### src/rtl/ocp_slave_fsm.sv
// OCP basic-group slave that maps a window of OCP addresses onto a single-beat local memory port.
// Latency: accept/response one cycle after decode (errors) or one cycle after mem_ready/timeout (accesses).
// Backpressure: mem_ready stalls the access up to TIMEOUT cycles; MRespAccept holds read responses; EnableClk freezes everything.
//
// Ports:
//   Clk, reset (sync active-high), EnableClk (global clock enable)
//   MCmd/MAddr/MData/MRespAccept        : OCP request side from the master
//   SCmdAccept/SResp/SData              : OCP accept and response, all registered
//   mem_req/mem_we/mem_addr/mem_wdata   : local memory request, held stable until mem_ready
//   mem_ready/mem_rdata/mem_err         : local memory completion
//   err_cnt                             : saturating count of errored or dropped transactions
module ocp_slave_fsm #(
    parameter int                   ADDR_WDTH      = 64,
    parameter int                   DATA_WDTH      = 8,
    parameter int                   MEM_AW         = 16,
    parameter logic [ADDR_WDTH-1:0] ADDR_BASE      = '0,
    parameter int                   TIMEOUT        = 15,
    parameter bit                   RESP_ACCEPT_EN = 1'b1
) (
    input  logic                 Clk,
    input  logic                 reset,
    input  logic                 EnableClk,
    input  logic [2:0]           MCmd,
    input  logic [ADDR_WDTH-1:0] MAddr,
    input  logic [DATA_WDTH-1:0] MData,
    input  logic                 MRespAccept,
    output logic                 SCmdAccept,
    output logic [1:0]           SResp,
    output logic [DATA_WDTH-1:0] SData,
    output logic                 mem_req,
    output logic                 mem_we,
    output logic [MEM_AW-1:0]    mem_addr,
    output logic [DATA_WDTH-1:0] mem_wdata,
    input  logic                 mem_ready,
    input  logic [DATA_WDTH-1:0] mem_rdata,
    input  logic                 mem_err,
    output logic [7:0]           err_cnt
);

    localparam logic [2:0] CMD_IDLE = 3'd0;
    localparam logic [2:0] CMD_WR   = 3'd1;
    localparam logic [2:0] CMD_RD   = 3'd2;
    localparam logic [2:0] CMD_RDEX = 3'd3;
    localparam logic [2:0] CMD_RDL  = 3'd4;
    localparam logic [2:0] CMD_WRNP = 3'd5;
    localparam logic [2:0] CMD_WRC  = 3'd6;
    localparam logic [2:0] CMD_BCST = 3'd7;

    localparam logic [1:0] RESP_NULL = 2'd0;
    localparam logic [1:0] RESP_DVA  = 2'd1;
    localparam logic [1:0] RESP_ERR  = 2'd3;

    // Abort fires on the cycle the wait counter would reach TIMEOUT,
    // so mem_req is high for exactly TIMEOUT cycles.
    localparam logic [7:0] TO_LAST = 8'(TIMEOUT - 1);

    // Window end computed one bit wider so a window touching the top of
    // the address space does not wrap.
    localparam logic [ADDR_WDTH:0] WIN_END =
        {1'b0, ADDR_BASE} + ((ADDR_WDTH+1)'(1) << MEM_AW);

    typedef enum logic [1:0] {
        ST_IDLE   = 2'd0,
        ST_WR_MEM = 2'd1,
        ST_RD_MEM = 2'd2,
        ST_RESP   = 2'd3
    } state_t;

    state_t                 state, state_nxt;
    logic [7:0]             tcnt, tcnt_nxt;
    logic                   acc_nxt;
    logic [1:0]             resp_nxt;
    logic [DATA_WDTH-1:0]   sdata_nxt;
    logic                   req_nxt;
    logic                   we_nxt;
    logic [MEM_AW-1:0]      addr_nxt;
    logic [DATA_WDTH-1:0]   wdata_nxt;
    logic                   err_inc;
    logic [7:0]             err_cnt_nxt;

    logic                   in_win;
    logic [MEM_AW-1:0]      offset;

    assign in_win = (MAddr >= ADDR_BASE) && ({1'b0, MAddr} < WIN_END);
    assign offset = MEM_AW'(MAddr - ADDR_BASE);

    always_comb begin
        state_nxt = state;
        tcnt_nxt  = tcnt;
        acc_nxt   = 1'b0;
        resp_nxt  = SResp;
        sdata_nxt = SData;
        req_nxt   = mem_req;
        we_nxt    = mem_we;
        addr_nxt  = mem_addr;
        wdata_nxt = mem_wdata;
        err_inc   = 1'b0;

        case (state)
            ST_IDLE: begin
                // The master still presents the accepted command during
                // the accept cycle, so that cycle is never decoded.
                if (!SCmdAccept) begin
                    case (MCmd)
                        CMD_IDLE: ;
                        CMD_WR: begin
                            if (in_win) begin
                                addr_nxt  = offset;
                                wdata_nxt = MData;
                                req_nxt   = 1'b1;
                                we_nxt    = 1'b1;
                                tcnt_nxt  = '0;
                                state_nxt = ST_WR_MEM;
                            end else begin
                                acc_nxt = 1'b1;
                                err_inc = 1'b1;
                            end
                        end
                        CMD_RD: begin
                            if (in_win) begin
                                addr_nxt  = offset;
                                req_nxt   = 1'b1;
                                we_nxt    = 1'b0;
                                tcnt_nxt  = '0;
                                state_nxt = ST_RD_MEM;
                            end else begin
                                acc_nxt   = 1'b1;
                                resp_nxt  = RESP_ERR;
                                sdata_nxt = '0;
                                err_inc   = 1'b1;
                                state_nxt = ST_RESP;
                            end
                        end
                        CMD_RDEX, CMD_RDL: begin
                            acc_nxt   = 1'b1;
                            resp_nxt  = RESP_ERR;
                            sdata_nxt = '0;
                            err_inc   = 1'b1;
                            state_nxt = ST_RESP;
                        end
                        CMD_WRNP, CMD_WRC, CMD_BCST: begin
                            acc_nxt = 1'b1;
                            err_inc = 1'b1;
                        end
                        default: ;
                    endcase
                end
            end

            ST_WR_MEM: begin
                if (mem_ready || tcnt == TO_LAST) begin
                    req_nxt   = 1'b0;
                    we_nxt    = 1'b0;
                    acc_nxt   = 1'b1;
                    err_inc   = !mem_ready || mem_err;
                    state_nxt = ST_IDLE;
                end else begin
                    tcnt_nxt = tcnt + 8'd1;
                end
            end

            ST_RD_MEM: begin
                if (mem_ready || tcnt == TO_LAST) begin
                    req_nxt   = 1'b0;
                    acc_nxt   = 1'b1;
                    state_nxt = ST_RESP;
                    if (mem_ready && !mem_err) begin
                        resp_nxt  = RESP_DVA;
                        sdata_nxt = mem_rdata;
                    end else begin
                        resp_nxt  = RESP_ERR;
                        sdata_nxt = '0;
                        err_inc   = 1'b1;
                    end
                end else begin
                    tcnt_nxt = tcnt + 8'd1;
                end
            end

            ST_RESP: begin
                if (!RESP_ACCEPT_EN || MRespAccept) begin
                    resp_nxt  = RESP_NULL;
                    sdata_nxt = '0;
                    state_nxt = ST_IDLE;
                end
            end

            default: state_nxt = ST_IDLE;
        endcase

        err_cnt_nxt = (err_inc && err_cnt != 8'hFF) ? err_cnt + 8'd1 : err_cnt;
    end

    always_ff @(posedge Clk) begin
        if (reset) begin
            state      <= ST_IDLE;
            tcnt       <= '0;
            SCmdAccept <= 1'b0;
            SResp      <= RESP_NULL;
            SData      <= '0;
            mem_req    <= 1'b0;
            mem_we     <= 1'b0;
            mem_addr   <= '0;
            mem_wdata  <= '0;
            err_cnt    <= '0;
        end else if (EnableClk) begin
            state      <= state_nxt;
            tcnt       <= tcnt_nxt;
            SCmdAccept <= acc_nxt;
            SResp      <= resp_nxt;
            SData      <= sdata_nxt;
            mem_req    <= req_nxt;
            mem_we     <= we_nxt;
            mem_addr   <= addr_nxt;
            mem_wdata  <= wdata_nxt;
            err_cnt    <= err_cnt_nxt;
        end
    end

endmodule

### config.mk
export PLATFORM = sky130hd
export DESIGN_NAME = ocp_slave_fsm
export DESIGN_NICKNAME = d
export VERILOG_FILES = /design/src/rtl/ocp_slave_fsm.sv
export SDC_FILE = /design/constraint.sdc
export NUM_CORES = 1
export LEC_CHECK = 0
export CAP_MARGIN = 40
export CORE_AREA = 4 4 88 90
export CTS_BUF_LIST = sky130_fd_sc_hd__clkbuf_8
export CTS_CLUSTER_SIZE = 24
export DETAILED_ROUTE_END_ITERATION = 6
export DIE_AREA = 0 0 92 94
export PLACE_DENSITY = 0.86
export RECOVER_POWER = 25
export SLEW_MARGIN = 0
export SYNTH_ARGS = -nofsm -noshare
export SYNTH_HDL_FRONTEND = slang
export SYNTH_SLANG_ARGS = --single-unit
export TNS_END_PERCENT = 30
### constraint.sdc
create_clock -name Clk -period 5.1 [get_ports Clk]
set_input_delay 1.02 -clock Clk [delete_from_list [all_inputs] [get_ports Clk]]
set_output_delay 1.02 -clock Clk [all_outputs]
set_load 0.01 [all_outputs]
==> results.cfg <==
[global_route]
grt.met2_usage = 0.4106
grt_pass1_vias = 3259
use_met1 = 0.2562
grt_util_met3 = 0.04327
grt-busiest-layer = met2
grt-ovfl-total = 0
grt_pass1_wl_um = 15520
grt_usage = 0.2193
antenna_found_initial = 0
grt_max_degree = 46

[power]
p_sw_w = 0.0004155
irDropWorstVdd_uv = 145.5
cellPowerDensity_mw_per_mm2 = 252.7
combPwrFrac = 0.348
leakagePower_nw = 1.695
power_frac_seq = 0.399
power.clock.fraction = 0.253
intPower_w = 0.0007744
switching_share = 0.3492

[worst_setup_path]
arrival_ps = 3410
critPathRequiredTime_ps = 5370
rr_startpoint = state[0]
worstSetupPathType = in -> reg
worst_setup_path_end_kind = flip-flop
worstSetupStartpoint = MAddr[39]
worst-path-max-fanout = 17
start_kind = primary input

[synth]
synthAdderAreaFrac = 0.03076
synth_xor_area_frac = 0.002691
dominantRegCellSynth = dfxtp_1
syn_inst = 375
ys_warn_count = 0
synthMuxAreaShare = 0.02076
syn-cell-area_sq_mm = 0.003254
synth-edff-count = 0
synth_top_family_by_area = simple AND/OR/NAND/NOR gates
yosysSeqAreaShare = 0.3383
yosysMostFrequentCell = dfxtp_1
synth-simple-area-share = 0.2884
synth_common_cells = dfxtp_1 (55), a21oi_1 (49), nand3_1 (31)
synth.avg_cell_area_sq_um = 8.678
async_flop_share = 0
synth_cell_types = 64
synthesis.nets = 472
synth_area_leaders = dfxtp_1 (34%), a21oi_1 (7.5%), nand3_1 (4.8%)
synth-seq-cells = 55
synth_compound_area_frac = 0.2545
yosysTopAreaCell = dfxtp_1
yosys.area.top_type_share = 0.3383

[final_layout]
instances_no_fill = 590
nets = 587
antenna_cells = 0
area_growth_pct = 44.71
drive_gt1_frac = 0.09980

[min_path]
hp-start = SData[6]
hp-class = reg -> reg

[sta]
hold_viol = 0
finalSetupTns_ps = 0
relSlewSlack = 0.4040
tightestPinTransition_ps = 891.0
finalSetupViolCount = 0
fmax_ghz = 0.3182
min_period_ps = 3143
grt_setup_unrepaired = no
slew_viol_final = 0
finalCritPeriodShare = 0.6162
clock_skew_ps = 4.666

[clocking]
cts.path.max_buffers = 2
path_clk_slew_ps = 100
cts_sinks = 55
post_cts_resized = 0
h-tree-depth = 2
clock_tree.root_cell = clkbuf_8
hold_buffers = 0
cts_tree = done
post_cts_buffers = 0
numCtsBuffers = 5
clkLatencyLatePin_ps = 310

[routing]
via_count = 3400
drt_wl_total_um = 9774
viasPerCell = 5.763
drt.antenna.violating_nets = 0
drt_iter0_drc = 222
wire_per_inst_um = 16.57
route.detailed.drc = 0
firstDrtPassIters = 7

[die]
dieArea_sq_mm = 0.008648
die-height_um = 94
io_pins = 134
core_region_area_sq_mm = 0.007059
chipWidth_um = 92
start_util = 0.4610
rows = 31

[placement]
dp_hpwl_um = 7502
gp_congestion = 0.9060
dp.cells = 582
io_buffers = 133

[outcome]
status = finished clean

[run]
drv_cap = 0
-- registers in the layout, indices dropped and copies added, names as in the netlist --
register    count
tcnt            8
err_cnt         8
SResp           2
mem_we          1
mem_req         1
SCmdAccept      1
state           2
mem_wdata       8
mem_addr       16
SData           8
-- area by class of cell --
class / instances / area (sq um)
inverters: 15 / 56.30
repair buffers: 137 / 1370
clock buffers: 5 / 68.82
clock inverters: 3 / 46.29
well taps: 99 / 123.9
fillers: 590 / 2350
multi-input cells: 276 / 1943
flip-flops and latches: 55 / 1101
-- layer usage --
layer / part of all wire / wire, um
met5: 0 / 0
met4: 0.015 / 142
met3: 0.070 / 688
met2: 0.51 / 5020
met1: 0.40 / 3923
-- critical path: stages --
cell and delay (ps):
clkdlybuf4s50_1 450, nor4_4 380, nand4_4 200, o41ai_4 890, and4_2 360, o21ba_1 110
-- cell usage in the layout (no fill, tap or decap), drive strengths merged, types with 8 or more instances in the layout --
cell type        n
dfxtp           55
nor4            14
a21oi           49
dlygate4sd3     25
inv             16
clkdlybuf4s50  107
nand3           31
ha               8
nor2             9
nor3             9
nand2           13
nand4           20
nor2b            8
o21ai           40
-- power by group through the flow --
| stage | registers (W) | logic [W] | clock network, W |
|---|---|---|---|
| after floorplan | 0.000483 | 0.000259 | 0 |
| after global placement | 0.000482 | 0.000394 | 0 |
| after detailed placement | 0.000483 | 0.000406 | 0 |
| after CTS | 0.000474 | 0.000409 | 0.000305 |
| after global routing | 0.000476 | 0.000449 | 0.000320 |
| final | 0.000474 | 0.000414 | 0.000302 |
-- path summary, 6_finish.rpt --
check	endpoint	slack, ps	depth (start not counted)
min	SData[6]	470	2
min reg2reg	SData[6]	470	2
max reg2reg	SResp[0]	2550	7
max	tcnt[3]	1960	6
-- kinds of logic (layout without fill, tap and decap cells) --
| kind of cell | after synthesis | in the layout |
|---|---|---|
| adders and majority gates | 8 | 8 |
| AOI/OAI and AO/OA | 130 | 130 |
| buffers and inverters | 44 | 160 |
| muxes | 6 | 6 |
| DFF | 55 | 55 |
| and+or+nand+nor | 131 | 131 |
| xor gates and xnor gates | 1 | 1 |
-- metrics by stage --
step                  util  area, sq um  worst slack (ps)  hold WS, ps  total power (W)
floorplan                -         3254              2517        494.1        0.0007423
finish              0.6671         4710              1957        473.9         0.001190
detailed placement  0.6508         4594              1663        464.8        0.0008890
global route        0.6671         4710              1817        504.4         0.001245
global placement    0.6446         4551              1669        456.2        0.0008757
CTS                 0.6671         4710              1987        479.6         0.001188
(Power assumes the default switching activity.)
